File: config.mk
export PLATFORM = sky130hd
export DESIGN_NAME = csr_access_unit
export DESIGN_NICKNAME = d
export VERILOG_FILES = /design/src/rtl/csr_pkg.sv /design/src/rtl/csr_access_check.sv /design/src/rtl/csr_access_unit.sv
export SDC_FILE = /design/constraint.sdc
export NUM_CORES = 1
export LEC_CHECK = 0
export BUFFER_PORTS_ARGS = -buffer_cell sky130_fd_sc_hd__buf_2
export CORE_UTILIZATION = 35
export DETAILED_ROUTE_END_ITERATION = 16
export SYNTH_ARGS = -nofsm -noshare
export SYNTH_HDL_FRONTEND = slang
export SYNTH_SLANG_ARGS = --single-unit
export TNS_END_PERCENT = 10
File: constraint.sdc
create_clock -name clk_i -period 4.22 [get_ports clk_i]
set_clock_uncertainty 0.05 [all_clocks]
set_input_delay 0.211 -clock clk_i [delete_from_list [all_inputs] [get_ports clk_i]]
set_output_delay 0.211 -clock clk_i [all_outputs]
set_load 0.05 [all_outputs]
File: src/rtl/csr_pkg.sv
// Shared types and address-field constants for the CSR access path.
package csr_pkg;

    typedef enum logic [2:0] {
        CsrRw  = 3'b001,
        CsrRs  = 3'b010,
        CsrRc  = 3'b011,
        CsrRwi = 3'b101,
        CsrRsi = 3'b110,
        CsrRci = 3'b111
    } csr_op_e;

    typedef enum logic [1:0] {
        PrivU = 2'd0,
        PrivS = 2'd1,
        PrivM = 2'd3
    } priv_e;

    typedef enum logic [1:0] {
        StIdle,
        StRead,
        StWrite,
        StResp
    } csr_state_e;

    // Address fields: [11:10] == 2'b11 marks read-only space, [9:8] is the lowest privilege.
    localparam int unsigned CsrRoMsb   = 11;
    localparam int unsigned CsrRoLsb   = 10;
    localparam int unsigned CsrPrivMsb = 9;
    localparam int unsigned CsrPrivLsb = 8;

    function automatic logic op_is_rw(input logic [2:0] op);
        return (op == CsrRw) || (op == CsrRwi);
    endfunction

endpackage

File: src/rtl/csr_access_check.sv
// Combinational legality and read/write-skip decode for one Zicsr instruction.
module csr_access_check
    import csr_pkg::*;
(
    input  logic [2:0]  op_i,
    input  logic [11:0] addr_i,
    input  logic [1:0]  priv_i,
    input  logic        rs1_zero_i,
    input  logic [4:0]  zimm_i,
    input  logic        rd_zero_i,
    output logic        illegal_o,
    output logic        do_read_o,
    output logic        do_write_o
);

    logic bad_op;
    logic is_rw;

    always_comb begin
        bad_op     = (op_i[1:0] == 2'b00);
        is_rw      = op_is_rw(op_i);
        // Set/clear with a zero source must not write, so side effects stay untriggered.
        do_write_o = is_rw || (op_i[2] ? (zimm_i != 5'd0) : !rs1_zero_i);
        do_read_o  = !(is_rw && rd_zero_i);
        illegal_o  = bad_op
                   || (addr_i[CsrPrivMsb:CsrPrivLsb] > priv_i)
                   || (do_write_o && (addr_i[CsrRoMsb:CsrRoLsb] == 2'b11));
    end

endmodule

File: src/rtl/csr_access_unit.sv
// Sequences one CSR read-modify-write as separate read and write cycles,
// returning the old value (or an illegal flag) over a valid/ready handshake.
module csr_access_unit
    import csr_pkg::*;
#(
    parameter int unsigned XLEN = 32
) (
    input  logic            clk_i,
    input  logic            reset_i,
    input  logic            clk_en_i,
    input  logic            flush_i,
    input  logic [1:0]      priv_i,
    input  logic            req_valid_i,
    output logic            req_ready_o,
    input  logic [2:0]      req_op_i,
    input  logic [11:0]     req_addr_i,
    input  logic [XLEN-1:0] req_rs1_data_i,
    input  logic [4:0]      req_zimm_i,
    input  logic            req_rs1_zero_i,
    input  logic            req_rd_zero_i,
    output logic            csr_rd_en_o,
    output logic            csr_wr_en_o,
    output logic [11:0]     csr_addr_o,
    output logic [XLEN-1:0] csr_wr_data_o,
    input  logic [XLEN-1:0] csr_rd_data_i,
    output logic            rsp_valid_o,
    input  logic            rsp_ready_i,
    output logic [XLEN-1:0] rsp_data_o,
    output logic            rsp_illegal_o
);

    csr_state_e      state_q, state_d;
    logic [1:0]      op_q;
    logic [11:0]     addr_q;
    logic [XLEN-1:0] src_q, old_q, wr_data_q;
    logic            do_write_q, illegal_q;

    logic            chk_illegal, chk_do_read, chk_do_write;
    logic            accept;
    logic [1:0]      wr_op;
    logic [XLEN-1:0] req_src, wr_old, wr_src, wr_data_d;

    csr_access_check u_check (
        .op_i       (req_op_i),
        .addr_i     (req_addr_i),
        .priv_i     (priv_i),
        .rs1_zero_i (req_rs1_zero_i),
        .zimm_i     (req_zimm_i),
        .rd_zero_i  (req_rd_zero_i),
        .illegal_o  (chk_illegal),
        .do_read_o  (chk_do_read),
        .do_write_o (chk_do_write)
    );

    // Write data is registered on entry to WRITE: from zero when accepting a write-only
    // access in IDLE, from the value just read when leaving READ.
    always_comb begin
        req_src = req_op_i[2] ? {{(XLEN-5){1'b0}}, req_zimm_i} : req_rs1_data_i;
        if (state_q == StIdle) begin
            wr_op  = req_op_i[1:0];
            wr_old = '0;
            wr_src = req_src;
        end else begin
            wr_op  = op_q;
            wr_old = csr_rd_data_i;
            wr_src = src_q;
        end
        unique case (wr_op)
            2'b10:   wr_data_d = wr_old | wr_src;
            2'b11:   wr_data_d = wr_old & ~wr_src;
            default: wr_data_d = wr_src;
        endcase
    end

    always_comb begin
        state_d     = state_q;
        req_ready_o = 1'b0;
        csr_rd_en_o = 1'b0;
        csr_wr_en_o = 1'b0;
        rsp_valid_o = 1'b0;
        accept      = 1'b0;
        unique case (state_q)
            StIdle: begin
                req_ready_o = !flush_i;
                accept      = req_valid_i && !flush_i;
                if (accept) begin
                    state_d = chk_illegal ? StResp : (chk_do_read ? StRead : StWrite);
                end
            end
            StRead: begin
                csr_rd_en_o = 1'b1;
                state_d     = do_write_q ? StWrite : StResp;
            end
            StWrite: begin
                csr_wr_en_o = 1'b1;
                state_d     = StResp;
            end
            StResp: begin
                rsp_valid_o = 1'b1;
                if (rsp_ready_i) begin
                    state_d = StIdle;
                end
            end
            default: state_d = StIdle;
        endcase
        // A write already on the bus is committed; flush only drops what follows it.
        if (flush_i) begin
            state_d = StIdle;
        end
    end

    always_ff @(posedge clk_i) begin
        if (reset_i) begin
            state_q <= StIdle;
        end else if (clk_en_i) begin
            state_q <= state_d;
        end
    end

    always_ff @(posedge clk_i) begin
        if (reset_i) begin
            op_q       <= 2'b00;
            addr_q     <= '0;
            src_q      <= '0;
            old_q      <= '0;
            wr_data_q  <= '0;
            do_write_q <= 1'b0;
            illegal_q  <= 1'b0;
        end else if (clk_en_i) begin
            if (accept) begin
                op_q       <= req_op_i[1:0];
                addr_q     <= req_addr_i;
                src_q      <= req_src;
                old_q      <= '0;
                wr_data_q  <= wr_data_d;
                do_write_q <= chk_do_write;
                illegal_q  <= chk_illegal;
            end else if (state_q == StRead) begin
                old_q     <= csr_rd_data_i;
                wr_data_q <= wr_data_d;
            end
        end
    end

    assign csr_addr_o    = addr_q;
    assign csr_wr_data_o = wr_data_q;
    assign rsp_data_o    = old_q;
    assign rsp_illegal_o = (state_q == StResp) && illegal_q;

endmodule
==> qor.yml <==
run_status:
  outcome: "finished, final reports clean"
cts:
  cts_tree: "yes"
  path_clk_slew_ns: 0.05
  cts_sinks: 114
  cts_buffer_depth: 2
  cts_resized: 0
  cts_buffers: 17
  clock_latency_ns: 0.41
  clockRootBuffer: "clkbuf_16"
  cts_htree_levels: 4
power_and_ir_drop:
  pwr_density_cell_mw_per_mm2: 438
  swShare: 0.284
  power.switching_mw: 0.796
  leakage_nw: 2.84
  seqPwrFrac: 0.410
  ir_worst_vdd_mv: 0.223
  p_comb_frac: 0.155
  power_frac_clock: 0.436
  internal_power_mw: 2.01
synth:
  synthArstFlopShare: 0
  ys.flop_type: "dfxtp_1"
  netlist_area_mm2: 0.00495
  synth_seq_cells: 114
  syn_inst: 616
  synth_edf_count: 0
  avgSynthCellArea_um2: 8.04
  synth_cell_types: 35
  ys.warnings.count: 0
  synth_nets: 716
  seq_area_frac_synth: 0.461
worst_setup_path:
  timing.rr.start: "state_q[0]"
  rrSetupSlack_ns: 1.74
  r2r_cells: 6
  worstSetupEndpointType: "flop"
  crit_arrival_ns: 2.69
  timing.rr.end: "illegal_q"
  start_kind: "flop"
  worstPathRequired_ns: 4.44
  cp-endpoint: "illegal_q"
  worstSetupStartpoint: "state_q[0]"
  worstSetupPathType: "flop to flop"
  cp_max_fo: 42
cells_and_area:
  postLayoutCoreUtil: 0.463
  nets: 871
  final_cells: 959
  diodes: 0
  areaGrowthSynthToFinish_pct: 29.4
  layout-drive-gt1-share: 0.271
floorplan:
  dieArea_mm2: 0.0146
  initial_core_util: 0.358
  rows: 43
  die_w_um: 121
  coreArea_mm2: 0.0138
  die_h_um: 121
  ios: 175
place:
  dp.cells: 924
  portBuffers: 174
  gp_congestion: 0.807
  dp.final_hpwl_um: 9560
grt:
  grtUsageTotal: 0.208
  overflow: 0
  grt_pass1_vias: 4815
  grt_pass1_wl_um: 23700
  grt_max_degree: 64
  antenna_found_initial: 0
timing:
  slew_violations: 0
  finalSetupTns_ns: 0
  hold_violations: 0
  grt_setup_unrepaired: "no"
  setup_viol: 0
  worst_slew_pin_slew_ns: 0.950
  slew_headroom: 0.365
  period_needed_ns: 2.48
  finalCritPeriodShare: 0.587
  max_freq_ghz: 0.404
drt:
  drt-initial-drc-count: 350
  final_antenna_net_count: 0
  drtPass1Iterations: 5
  via_per_inst: 5.27
  wirelength_um: 15000
  vias: 5055
  detail_route.wl_per_cell_um: 15.6
  drc_errors: 0
job:
  cap_violations: 0
hold_path:
  hold_path_class: "primary input to flop"
## synthesized netlist by cell type, types with 2 or more instances
master / number / area share
inv_1: 8 / 0.0061
nor4_1: 3 / 0.0038
buf_6: 5 / 0.011
nand2b_1: 2 / 0.0025
nand2_1: 98 / 0.074
dfxtp_1: 114 / 0.46
ha_1: 6 / 0.015
buf_2: 18 / 0.018
buf_8: 2 / 0.0061
nor4b_1: 2 / 0.0035
and3_1: 27 / 0.034
a311oi_1: 28 / 0.050
o221ai_1: 5 / 0.0088
a211oi_2: 5 / 0.013
nor2_1: 107 / 0.081
mux2i_1: 5 / 0.010
o2bb2ai_1: 2 / 0.0035
clkbuf_1: 26 / 0.020
a21oi_1: 47 / 0.047
a22oi_1: 32 / 0.049
nor3_1: 33 / 0.033
o21ai_0: 28 / 0.028
## placed cells by master (no fill, tap or decap), types with 8 or more instances in the layout
cell type	Yosys	routed
nor3_1	33	33
and3_1	27	27
a22oi_1	32	32
a21oi_1	47	46
o21ai_0	28	28
inv_1	8	8
buf_2	18	173
dfxtp_1	114	114
nand2_1	98	97
nor2_1	107	106
clkbuf_16	0	17
a311oi_1	28	28
dlygate4sd3_1	0	8
## flip-flops by register name, indices dropped and copies added (netlist names)
name,cells
src_q,32
illegal_q,1
do_write_q,1
state_q,2
csr_addr_o,12
csr_wr_data_o,32
op_q,2
rsp_data_o,32
## critical path: stages (launching register included)
cell	delay (ns)
dfxtp_1	0.34
inv_1	0.10
ha_1	0.34
and3b_1	0.40
nand2_2	0.57
nor4_1	0.44
nor3_1	0.09
## per-stage QoR
step / hold slack, ns / setup slack, ns / instance area (µm²) / power, mW
floorplan: 0.297 / 2.35 / 4950 / 1.46
CTS: 0.00204 / 1.75 / 6410 / 2.82
global placement: 0.390 / 1.87 / 5840 / 1.59
global route: 0.0111 / 1.55 / 6410 / 2.91
detailed placement: 0.394 / 1.77 / 5840 / 1.60
finish: 0.0146 / 1.74 / 6410 / 2.80
## routing by layer
layer,up-vias,part of all wire,track usage
li1,2461,-,-
met3,26,0.065,0.0526
met5,-,0,0
met4,0,0.020,0.0849
met1,2365,0.45,0.262
met2,203,0.46,0.337
## cells by family after synthesis
kind of cell / synth area share
muxes: 0.0101
and+or+nand+nor: 0.240
DFF: 0.461
buffers and inverters: 0.0637
adders and majority gates: 0.0152
AOI/OAI and AO/OA: 0.210
## worst min path at each step
| stage | start | to | slack, ns | cells past startpoint |
|---|---|---|---|---|
| after global placement | csr_addr_o[8] | csr_addr_o[8] | 0.39 | 2 |
| final | req_addr_i[4] | csr_addr_o[4] | 0.01 | 3 |
| after floorplan | req_op_i[0] | op_q[0] | 0.30 | 2 |
| after global routing | req_addr_i[10] | csr_addr_o[10] | 0.01 | 3 |
| after detailed placement | csr_addr_o[6] | csr_addr_o[6] | 0.39 | 2 |
| after CTS | req_addr_i[10] | csr_addr_o[10] | 0.002 | 3 |
## timing repair
item	4_1_cts	5_1_grt
endpoints found under the setup margin	0	0
hold buffers	8	0
hold endpoints to repair	8	0
setup buffers	0	0
## cell type report
class	instances	area [µm²]
clock inverters	1	5.00
flip-flops and latches	114	2280
multi-input cells	441	2380
inverters	9	33.8
clock buffers	26	479
repair buffers	188	998
well taps	180	225
fillers	1370	7420
## power groups by stage
stage / clock network [mW] / logic, mW / registers (mW)
floorplan: 0 / 0.185 / 1.28
global placement: 0 / 0.423 / 1.17
detailed placement: 0 / 0.430 / 1.17
CTS: 1.24 / 0.437 / 1.15
global route: 1.28 / 0.471 / 1.15
finish: 1.22 / 0.434 / 1.15
Note: power is estimated with default switching activity, not from simulation.
